==> src/rtl/sparsity_pkg.sv <==
// Shared constants, FSM state codes and popcount helper for the sparsity mask streamer.
package sparsity_pkg;

    localparam int WORD_W          = 32;
    localparam int SPARSITY_ADDR_W = 11;
    localparam int DEFAULT_LANES   = 8;

    typedef logic [2:0] state_t;

    localparam state_t S_IDLE       = 3'd0;
    localparam state_t S_FETCH_ADDR = 3'd1;
    localparam state_t S_FETCH_DATA = 3'd2;
    localparam state_t S_STREAM     = 3'd3;
    localparam state_t S_DONE       = 3'd4;

    function automatic logic [5:0] popcount(input logic [WORD_W-1:0] v);
        logic [5:0] n;
        n = '0;
        for (int i = 0; i < WORD_W; i++) n = n + 6'(v[i]);
        return n;
    endfunction

endpackage

==> src/rtl/sparsity_mask_streamer_if.sv <==
// Memory read port and mask stream bundle between the streamer, sparsity_memory and the PE array.
interface sparsity_mask_streamer_if #(
    parameter int LANES  = 8,
    parameter int ADDR_W = 11
);
    import sparsity_pkg::*;

    localparam int PCNT_W = $clog2(LANES) + 1;

    logic              rd_en;
    logic [ADDR_W-1:0] rd_addr;
    logic [WORD_W-1:0] rd_data;
    logic              mask_valid;
    logic              mask_ready;
    logic [LANES-1:0]  mask;
    logic [PCNT_W-1:0] mask_popcnt;
    logic              mask_last;

    modport master (
        output rd_en, rd_addr,
        input  rd_data,
        output mask_valid, mask, mask_popcnt, mask_last,
        input  mask_ready
    );

    modport slave (
        input  rd_en, rd_addr,
        output rd_data,
        input  mask_valid, mask, mask_popcnt, mask_last,
        output mask_ready
    );

endinterface

==> src/rtl/sparsity_word_buffer.sv <==
// Two-entry word FIFO holding fetched bitmask words until their last chunk is consumed.
module sparsity_word_buffer
    import sparsity_pkg::*;
(
    input  logic              clk,
    input  logic              reset,
    input  logic              push,
    input  logic              pop,
    input  logic [WORD_W-1:0] push_data,
    output logic [WORD_W-1:0] head,
    output logic              full,
    output logic              empty
);

    logic [1:0][WORD_W-1:0] mem_q, mem_d;
    logic                   wr_ptr_q, wr_ptr_d;
    logic                   rd_ptr_q, rd_ptr_d;
    logic [1:0]             count_q, count_d;

    always_comb begin
        mem_d    = mem_q;
        wr_ptr_d = wr_ptr_q;
        rd_ptr_d = rd_ptr_q;
        if (push) begin
            mem_d[wr_ptr_q] = push_data;
            wr_ptr_d        = ~wr_ptr_q;
        end
        if (pop) rd_ptr_d = ~rd_ptr_q;
        count_d = count_q + 2'(push) - 2'(pop);
    end

    always_ff @(posedge clk or negedge reset) begin
        if (!reset) begin
            mem_q    <= '0;
            wr_ptr_q <= 1'b0;
            rd_ptr_q <= 1'b0;
            count_q  <= '0;
        end else begin
            mem_q    <= mem_d;
            wr_ptr_q <= wr_ptr_d;
            rd_ptr_q <= rd_ptr_d;
            count_q  <= count_d;
        end
    end

    assign head  = mem_q[rd_ptr_q];
    assign full  = (count_q == 2'd2);
    assign empty = (count_q == 2'd0);

endmodule

==> src/rtl/sparsity_mask_streamer.sv <==
// Fetches a run of sparsity words, slices them into LANES-bit masks with popcount and
// streams them over valid/ready; bypass mode emits all-ones masks without memory reads.
module sparsity_mask_streamer
    import sparsity_pkg::*;
#(
    parameter int LANES  = DEFAULT_LANES,
    parameter int ADDR_W = SPARSITY_ADDR_W
) (
    input  logic                     clk,
    input  logic                     reset,
    input  logic [15:0]              CONF_STR_SPARSITY,
    input  logic                     start,
    input  logic [ADDR_W-1:0]        base_addr,
    input  logic [ADDR_W-1:0]        num_words,
    sparsity_mask_streamer_if.master bus,
    output logic                     busy,
    output logic                     done
);

    localparam int NCHUNK = WORD_W / LANES;
    localparam int CW     = (NCHUNK > 1) ? $clog2(NCHUNK) : 1;
    localparam int PCNT_W = $clog2(LANES) + 1;

    state_t              state_q, state_d;
    logic                bypass_q, bypass_d;
    logic [ADDR_W-1:0]   rd_addr_q, rd_addr_d;
    logic [ADDR_W-1:0]   fetch_left_q, fetch_left_d;
    logic [ADDR_W-1:0]   stream_left_q, stream_left_d;
    logic [CW-1:0]       chunk_q, chunk_d;

    logic                push, pop, buf_full, buf_empty, buf_full_next;
    logic [WORD_W-1:0]   buf_head;
    logic [NCHUNK-1:0][LANES-1:0] chunks;
    logic                streaming, valid, hs, last_chunk, word_done, final_word, run_end;
    logic [LANES-1:0]    mask_w;

    sparsity_word_buffer u_buf (
        .clk       (clk),
        .reset     (reset),
        .push      (push),
        .pop       (pop),
        .push_data (bus.rd_data),
        .head      (buf_head),
        .full      (buf_full),
        .empty     (buf_empty)
    );

    assign streaming  = (state_q == S_FETCH_ADDR) || (state_q == S_FETCH_DATA) ||
                        (state_q == S_STREAM);
    assign valid      = streaming && (stream_left_q != '0) && (bypass_q || !buf_empty);
    assign hs         = valid && bus.mask_ready;
    assign last_chunk = (chunk_q == CW'(NCHUNK - 1));
    assign final_word = (stream_left_q == ADDR_W'(1));
    assign word_done  = hs && last_chunk;
    assign run_end    = word_done && final_word;
    assign push       = (state_q == S_FETCH_DATA);
    assign pop        = word_done && !bypass_q;
    // A new read may only start if a slot is still free after this cycle's push/pop.
    assign buf_full_next = (buf_full && !pop) || (!buf_full && !buf_empty && push && !pop);

    assign chunks = bypass_q ? {WORD_W{1'b1}} : buf_head;
    assign mask_w = valid ? chunks[chunk_q] : '0;

    assign bus.rd_en       = (state_q == S_FETCH_ADDR) || (state_q == S_FETCH_DATA);
    assign bus.rd_addr     = rd_addr_q;
    assign bus.mask_valid  = valid;
    assign bus.mask        = mask_w;
    assign bus.mask_popcnt = PCNT_W'(popcount(WORD_W'(mask_w)));
    assign bus.mask_last   = valid && last_chunk && final_word;
    assign busy            = (state_q != S_IDLE);
    assign done            = (state_q == S_DONE);

    always_comb begin
        state_d       = state_q;
        bypass_d      = bypass_q;
        rd_addr_d     = rd_addr_q;
        fetch_left_d  = fetch_left_q;
        stream_left_d = stream_left_q;
        chunk_d       = chunk_q;
        if (hs) chunk_d = last_chunk ? '0 : chunk_q + CW'(1);
        if (word_done) stream_left_d = stream_left_q - ADDR_W'(1);
        case (state_q)
            S_IDLE: if (start) begin
                bypass_d      = (CONF_STR_SPARSITY == '0);
                stream_left_d = num_words;
                fetch_left_d  = (CONF_STR_SPARSITY == '0) ? '0 : num_words;
                chunk_d       = '0;
                // Zero-length runs pass through STREAM so done lands two cycles after start.
                if (num_words == '0 || CONF_STR_SPARSITY == '0) begin
                    state_d = S_STREAM;
                end else begin
                    state_d   = S_FETCH_ADDR;
                    rd_addr_d = base_addr;
                end
            end
            S_FETCH_ADDR: state_d = S_FETCH_DATA;
            S_FETCH_DATA: begin
                fetch_left_d = fetch_left_q - ADDR_W'(1);
                if (fetch_left_q != ADDR_W'(1) && !buf_full_next) begin
                    state_d   = S_FETCH_ADDR;
                    rd_addr_d = rd_addr_q + ADDR_W'(1);
                end else begin
                    state_d = S_STREAM;
                end
            end
            S_STREAM: begin
                if (stream_left_q == '0 || run_end) begin
                    state_d = S_DONE;
                end else if (fetch_left_q != '0 && !buf_full_next) begin
                    state_d   = S_FETCH_ADDR;
                    rd_addr_d = rd_addr_q + ADDR_W'(1);
                end
            end
            S_DONE:  state_d = S_IDLE;
            default: state_d = S_IDLE;
        endcase
    end

    always_ff @(posedge clk or negedge reset) begin
        if (!reset) begin
            state_q       <= S_IDLE;
            bypass_q      <= 1'b0;
            rd_addr_q     <= '0;
            fetch_left_q  <= '0;
            stream_left_q <= '0;
            chunk_q       <= '0;
        end else begin
            state_q       <= state_d;
            bypass_q      <= bypass_d;
            rd_addr_q     <= rd_addr_d;
            fetch_left_q  <= fetch_left_d;
            stream_left_q <= stream_left_d;
            chunk_q       <= chunk_d;
        end
    end

endmodule

==> src/flat_wrapper.sv <==
// flat-port wrapper written by rule: the top's interface ports become plain ports
module sparsity_mask_streamer_flat import sparsity_pkg::*;
#(
    parameter int LANES  = DEFAULT_LANES,
    parameter int ADDR_W = SPARSITY_ADDR_W
)
  (clk, reset, CONF_STR_SPARSITY, start, base_addr, num_words, busy, done, bus_rd_en, bus_rd_addr, bus_rd_data, bus_mask_valid, bus_mask, bus_mask_popcnt, bus_mask_last, bus_mask_ready);
  sparsity_mask_streamer_if #(.LANES(LANES), .ADDR_W(ADDR_W)) bus_i ();
  input  logic clk;
  input  logic reset;
  input  logic [15:0] CONF_STR_SPARSITY;
  input  logic start;
  input  logic [ADDR_W-1:0] base_addr;
  input  logic [ADDR_W-1:0] num_words;
  output logic busy;
  output logic done;
  output wire logic [$bits(bus_i.rd_en)-1:0] bus_rd_en;
  output wire logic [$bits(bus_i.rd_addr)-1:0] bus_rd_addr;
  input wire logic [$bits(bus_i.rd_data)-1:0] bus_rd_data;
  output wire logic [$bits(bus_i.mask_valid)-1:0] bus_mask_valid;
  output wire logic [$bits(bus_i.mask)-1:0] bus_mask;
  output wire logic [$bits(bus_i.mask_popcnt)-1:0] bus_mask_popcnt;
  output wire logic [$bits(bus_i.mask_last)-1:0] bus_mask_last;
  input wire logic [$bits(bus_i.mask_ready)-1:0] bus_mask_ready;
  assign bus_rd_en = bus_i.rd_en;
  assign bus_rd_addr = bus_i.rd_addr;
  assign bus_i.rd_data = bus_rd_data;
  assign bus_mask_valid = bus_i.mask_valid;
  assign bus_mask = bus_i.mask;
  assign bus_mask_popcnt = bus_i.mask_popcnt;
  assign bus_mask_last = bus_i.mask_last;
  assign bus_i.mask_ready = bus_mask_ready;
  sparsity_mask_streamer #(.LANES(LANES), .ADDR_W(ADDR_W)) u_core (.clk(clk), .reset(reset), .CONF_STR_SPARSITY(CONF_STR_SPARSITY), .start(start), .base_addr(base_addr), .num_words(num_words), .bus(bus_i), .busy(busy), .done(done));
endmodule
==> config.mk <==
export PLATFORM = sky130hd
export DESIGN_NAME = sparsity_mask_streamer_flat
export DESIGN_NICKNAME = d
export VERILOG_FILES = /design/src/rtl/sparsity_pkg.sv /design/src/rtl/sparsity_mask_streamer_if.sv /design/src/rtl/sparsity_word_buffer.sv /design/src/rtl/sparsity_mask_streamer.sv /design/src/flat_wrapper.sv
export SDC_FILE = /design/constraint.sdc
export NUM_CORES = 1
export LEC_CHECK = 0
export CAP_MARGIN = 15
export CORE_ASPECT_RATIO = 1.75
export CORE_UTILIZATION = 55
export CTS_BUF_LIST = sky130_fd_sc_hd__clkbuf_2 sky130_fd_sc_hd__clkbuf_4 sky130_fd_sc_hd__clkbuf_8
export DETAILED_ROUTE_END_ITERATION = 6
export GPL_ROUTABILITY_DRIVEN = 0
export PLACE_DENSITY_LB_ADDON = 0.3
export SYNTH_ARGS = -nofsm -noshare
export SYNTH_HDL_FRONTEND = slang
export SYNTH_SLANG_ARGS = --single-unit
==> constraint.sdc <==
create_clock -name clk -period 7.25 [get_ports clk]
set_clock_uncertainty 0.15 [all_clocks]
set_input_delay 1.45 -clock clk [delete_from_list [all_inputs] [get_ports clk]]
set_output_delay 1.45 -clock clk [all_outputs]
set_load 0.02 [all_outputs]
==> results of run 1 <==
-- flip-flops by register name, indices dropped and copies added (netlist names) --
register,cells
u_core.u_buf.count_q,2
u_core.u_buf.mem_q,64
u_core.u_buf.wr_ptr_q,1
u_core.fetch_left_q,11
u_core.state_q,3
u_core.bypass_q,1
u_core.chunk_q,2
u_core.stream_left_q,11
u_core.bus.rd_addr,11
u_core.u_buf.rd_ptr_q,1
-- power breakdown --
| group | switching [µW] | leakage [µW] | internal, µW |
|---|---|---|---|
| combinational | 1040 | 0.00145 | 1090 |
| sequential | 259 | 0.00127 | 896 |
| clock | 209 | 0.0000946 | 133 |
-- final cells by class --
| type | instances | share of cell area, % |
|---|---|---|
| well taps | 127 | 2.26 |
| clock inverters | 6 | 0.695 |
| repair buffers | 108 | 15.1 |
| flip-flops and latches | 107 | 38.1 |
| inverters | 21 | 1.12 |
| clock buffers | 10 | 1.87 |
| multi-input cells | 354 | 40.8 |
-- placed cells by master (no fill, tap or decap), types with 4 or more instances in the layout --
| master | netlist | final |
|---|---|---|
| a211oi_1 | 4 | 4 |
| a21oi_1 | 14 | 14 |
| a21oi_2 | 8 | 8 |
| a31oi_1 | 11 | 11 |
| buf_4 | 1 | 8 |
| clkbuf_8 | 0 | 9 |
| clkdlybuf4s50_1 | 0 | 100 |
| dfrtp_1 | 107 | 107 |
| fa_1 | 4 | 4 |
| ha_1 | 11 | 11 |
| inv_1 | 20 | 20 |
| mux2_2 | 68 | 68 |
| mux4_2 | 16 | 16 |
| nand2_1 | 39 | 39 |
| nand2b_1 | 4 | 4 |
| nand3_1 | 16 | 16 |
| nand4_1 | 5 | 5 |
| nor2_1 | 28 | 28 |
| nor2b_1 | 7 | 7 |
| nor3_1 | 9 | 9 |
| nor4_1 | 12 | 12 |
| o21ai_0 | 26 | 26 |
| or3_1 | 4 | 4 |
| xnor2_1 | 14 | 14 |
| xor2_1 | 4 | 4 |
-- routing by layer --
layer	global-route usage (%)	part of all wire (%)	up-vias
met3	4.57	5.2	34
met5	0	0	-
met1	30.6	39	2190
li1	-	-	2044
met4	11.2	2.8	0
met2	45.8	53	140
-- worst min-delay path by stage --
| stage | from | endpoint | slack [ns] |
|---|---|---|---|
| finish | u_core.u_buf.mem_q[25] | u_core.u_buf.mem_q[25] | 0.36 |
| CTS | u_core.u_buf.mem_q[25] | u_core.u_buf.mem_q[25] | 0.37 |
| global route | u_core.u_buf.mem_q[57] | u_core.u_buf.mem_q[57] | 0.38 |
| detailed placement | u_core.u_buf.mem_q[16] | u_core.u_buf.mem_q[16] | 0.34 |
| global placement | u_core.u_buf.mem_q[15] | u_core.u_buf.mem_q[15] | 0.33 |
| floorplan | u_core.u_buf.mem_q[10] | u_core.u_buf.mem_q[10] | 0.33 |
-- synth_stat cells, types with 2 or more instances --
master,number,area share [%]
nor2_1,28,1.8
xor2_1,4,0.60
a31oi_1,11,1.2
o311ai_0,3,0.45
clkbuf_1,13,0.84
nand3b_1,3,0.39
nor4b_1,2,0.30
nor3_1,9,0.78
o21ai_0,26,2.2
and2_1,3,0.32
o21ba_2,2,0.35
a21o_1,2,0.26
xnor2_1,14,2.1
nand4_1,5,0.54
a21oi_2,8,1.2
ha_1,11,2.4
or2_2,2,0.22
buf_2,11,0.95
a311oi_1,3,0.45
a21oi_1,14,1.2
nor4_1,12,1.3
nand3_1,16,1.4
nand2b_1,4,0.43
mux4_2,16,6.2
a211oi_1,4,0.52
o211ai_1,2,0.26
buf_6,5,0.97
nor2b_1,7,0.76
a31oi_2,2,0.43
dfrtp_1,107,46
and3b_1,2,0.30
nand2_1,39,2.5
or3_1,4,0.43
fa_1,4,1.4
o22ai_1,3,0.32
mux2_2,68,13
inv_1,20,1.3
-- worst max-delay path: cells and delay by family (launching register included) --
family	cells	cell delay (ns)
compound gates	1	0.33
xor+xnor	1	0.17
fa+ha+maj	4	1.77
buf+inv	3	1.00
flops	1	0.62
mux	2	0.79
-- through the flow --
step | setup WS, ns | cells
after detailed placement | 0.920 | 717
after global routing | 0.260 | 733
after global placement | 1.02 | 717
after CTS | 0.480 | 733
final | 0.591 | 733
after floorplan | 1.34 | 512
-- cell families (layout without fill, tap and decap cells) --
| kind of cell | Yosys count | count (layout) | share of synthesized area [%] |
|---|---|---|---|
| adders and majority gates | 15 | 15 | 3.76 |
| AOI/OAI and AO/OA | 89 | 89 | 10.2 |
| buffers and inverters | 51 | 145 | 4.25 |
| DFF | 107 | 107 | 46.2 |
| muxes | 84 | 84 | 19.4 |
| and+or+nand+nor | 148 | 148 | 13.4 |
| xor gates and xnor gates | 18 | 18 | 2.72 |
==> results.toml, run 1 <==
[run_status]
status = "completed"

[worst_setup_path]
max_stage_delay_ns = 0.63
crit_fanout = 10
startpoint = "u_core.u_buf.rd_ptr_q"
worst_path_most_repeated_cell = "fa_1"
r2r-end = "u_core.fetch_left_q[9]"
arrival_ns = 5.06
r2r-start = "u_core.state_q[0]"
cp_cell_sequence = "buf_4 > mux4_2 > mux2_2 > o21ai_0 > fa_1 > fa_1 > inv_1 > fa_1 > fa_1 > xor2_1 > clkdlybuf4s50_1"
path_class = "flop to primary output"
required_ns = 5.65
critPathSlowestCell = "clkdlybuf4s50_1"
r2r.worst_path.cells = 6
endpoint_kind = "primary output"
endpoint = "bus_mask_popcnt[2]"
cp-start-kind = "flop"
ff2ff_setup_slack_ns = 4.37

[run]
maxCapViolCount = 0

[final_layout]
drive_above_1_share_pct = 21.3
register_area_mm2 = 0.00268
final_area_mm2 = 0.00703
area_delta_synth_final_pct = 21.3
final_core_utilization_pct = 68.6
fin_nets = 690
fillers = 774
n_antenna_cell = 0
multi_input_area_mm2 = 0.00287

[placement]
port_buffers = 101
place_area_mm2 = 0.00685
dp_hpwl_um = 9680

[timing]
report.final.slew_viol_count = 0
max-slew-margin-rel_pct = 36.5
setup_tns_ns = 0
worstMarginPinSlew_ns = 0.952
rsz0062_at_grt = "no"
clock.fmax_mhz = 150
hold_viol = 0
setup_viol = 0
holdWs_ns = 0.361
fin_crit_sh_pct = 91.8
period_minus_slack_ns = 6.66

[synthesis]
yosys_warnings = 0
synth_edf_count = 0
synth_fp_nets = 601
yosys_register_bits = 107
synthFlopType = "dfrtp_1"
synthArstFlopShare_pct = 100
syn_inst = 512
synth.distinct_cells = 60
ys_seq_area_share_pct = 46.2
syn_avg_cell_area_um2 = 11.3
netlist_area_mm2 = 0.00579

[grt]
grt_antenna_before_repair = 0
track_usage_pct = 26.0
grt_pass1_vias = 4633
grt_max_degree = 76
gr-total-overflow = 0
grt_pass1_wl_um = 21800

[cts]
clock_path_buffers = 2
cts_tree = "built"
root_buffer = "clkbuf_8"
cts_hold_buf = 0
clk_latency_ns = 0.38
numClockSinks = 107
clkTransAtPathRegs_ns = 0.10
ctsResizeCount = 0
htreeDepth = 3
cts-buffers-inserted = 9
post_cts_buffers = 0

[floorplan]
ios = 102
start_util_pct = 56.6
core_area_mm2 = 0.0102
die_h_um = 138
fp.dieArea_mm2 = 0.0110
die_w_um = 79.6
rows = 49

[routing]
num_vias = 4408
drt_iter0_drc = 318
wl_per_cell_um = 18.0
ant_nets = 0
via_per_inst = 6.01
drtPass1Iterations = 4
routed_wl_um = 13200
drc = 0

[worst_hold_path]
whs_path_depth = 1
hold_path.class = "flop to flop"

[power]
ir_worst_vdd_uv = 1030
p_leak_uw = 0.00281
power_density_mw_per_mm2 = 515
finalPower_uw = 3620
No activity file was read; power rests on OpenSTA's default activity.
==> inputs of run 2 (changes only) <==
- CORE_UTILIZATION: 55 -> 45
==> results.toml, run 2 (synthesis gave the netlist of run 1 again) <==
[run_status]
status = "completed"

[cts]
root_buffer = "clkbuf_8"
clkTransAtPathRegs_ns = 0.10
clock_path_buffers = 2
clk_latency_ns = 0.38
ctsResizeCount = 0
htreeDepth = 3
numClockSinks = 107
post_cts_buffers = 0
cts_tree = "built"
cts-buffers-inserted = 9
cts_hold_buf = 0

[worst_setup_path]
worst_path_most_repeated_cell = "fa_1"
path_class = "flop to primary output"
arrival_ns = 5.12
crit_fanout = 8
cp-start-kind = "flop"
required_ns = 5.65
max_stage_delay_ns = 0.64
endpoint_kind = "primary output"
cp_cell_sequence = "mux4_2 > nor2b_1 > a211oi_1 > nor2_1 > ha_1 > inv_1 > fa_1 > fa_1 > inv_1 > fa_1 > fa_1 > xor2_1 > clkdlybuf4s50_1"
critPathSlowestCell = "dfrtp_1"

[routing]
via_per_inst = 5.58
wl_met3_um = 582
drtPass1Iterations = 4
routed_wl_um = 13500
wl_per_cell_um = 17.5
route.met2.wl_um = 7110
drc = 0
dr.max_layer_used = "met4"
ant_nets = 0
drt-met1-wl_um = 5440
drt_iter0_drc = 211
num_vias = 4321

[power]
ir_worst_vdd_uv = 1030
power_density_mw_per_mm2 = 512
finalPower_uw = 3640
p_leak_uw = 0.00282

[worst_hold_path]
hold_path.class = "flop to flop"

[timing]
report.final.slew_viol_count = 0
hold_viol = 0
setup_viol = 0
max-slew-margin-rel_pct = 40.5
setup_tns_ns = 0
rsz0062_at_grt = "no"
period_minus_slack_ns = 6.72
clock.fmax_mhz = 149
worstMarginPinSlew_ns = 0.893
fin_crit_sh_pct = 92.7

[final_layout]
fillers = 1049
layout_commonest_cell = "dfrtp_1"
fin_nets = 690
largest-register = "u_core.u_buf.mem_q"
largest_reg_flops = 64
n_antenna_cell = 0
area_delta_synth_final_pct = 22.5
drive_above_1_share_pct = 21.3
layout_common_cells = "dfrtp_1 (107), clkdlybuf4s50_1 (100), mux2_2 (68)"

[grt]
gr-total-overflow = 0
grt_antenna_before_repair = 0
grt_pass1_vias = 4563
grt_pass1_wl_um = 22200
track_usage_pct = 21.5
grt_max_degree = 65

[placement]
port_buffers = 101
dp_hpwl_um = 9960

[floorplan]
ios = 102
die_w_um = 87.8
core_area_mm2 = 0.0125
fp.dieArea_mm2 = 0.0133
start_util_pct = 46.3
rows = 54
die_h_um = 152

[run]
maxCapViolCount = 0
==> run 2: area by class of cell <==
class | instances | area (µm²) | area share, %
inverters | 21 | 78.8 | 1.11
flip-flops and latches | 107 | 2680 | 37.7
repair buffers | 108 | 1060 | 14.9
well taps | 168 | 210 | 2.96
clock inverters | 6 | 65.1 | 0.916
clock buffers | 10 | 138 | 1.94
multi-input cells | 354 | 2870 | 40.4
==> run 2: report_power, final <==
group / switching [µW] / total (µW) / internal, µW
Sequential: 258 / 1150 / 896
Clock: 225 / 371 / 145
Combinational: 1040 / 2110 / 1080
Total: 1520 / 3640 / 2120
==> run 2: final timing paths <==
path                                        startpoint                     end  slack [ns]  cells after the start
worst max-delay path             u_core.u_buf.rd_ptr_q      bus_mask_popcnt[2]        0.53                     13
min in group asynchronous                        reset  u_core.fetch_left_q[3]        0.89                      1
worst min-delay path            u_core.u_buf.mem_q[26]  u_core.u_buf.mem_q[26]        0.36                      1
worst min register to register  u_core.u_buf.mem_q[26]  u_core.u_buf.mem_q[26]        0.36                      1
max in group asynchronous                        reset  u_core.u_buf.mem_q[51]        4.81                      2
worst max register to register       u_core.state_q[0]  u_core.fetch_left_q[9]        4.32                      6
==> run 2: per-stage QoR <==
stage                     util, %  setup slack (ns)  hold WS [ns]  std cells  instance area [µm²]
final                        56.8             0.527         0.362        774                 7100
after global routing         56.8             0.266         0.381        774                 7100
after CTS                    56.8             0.509         0.367        774                 7100
after detailed placement     55.2             0.975         0.341        758                 6900
after global placement       55.2              1.01         0.335        758                 6900
after floorplan                 -              1.34         0.325        512                 5790
==> run 2: worst max-delay path, delay by kind of cell, from the launching register on <==
kind,cells,cell delay (ns)
adders and majority gates,5,2.01
buffers and inverters,3,0.74
DFF,1,0.64
muxes,1,0.57
AOI/OAI and AO/OA,1,0.38
and+or+nand+nor,2,0.26
xor gates and xnor gates,1,0.16
==> run 2: layer usage <==
metal  vias up  track usage, %
met5         -               0
met4         0            8.98
met3        31            3.86
met2       119            37.7
met1      2146            25.3
li1       2025               -
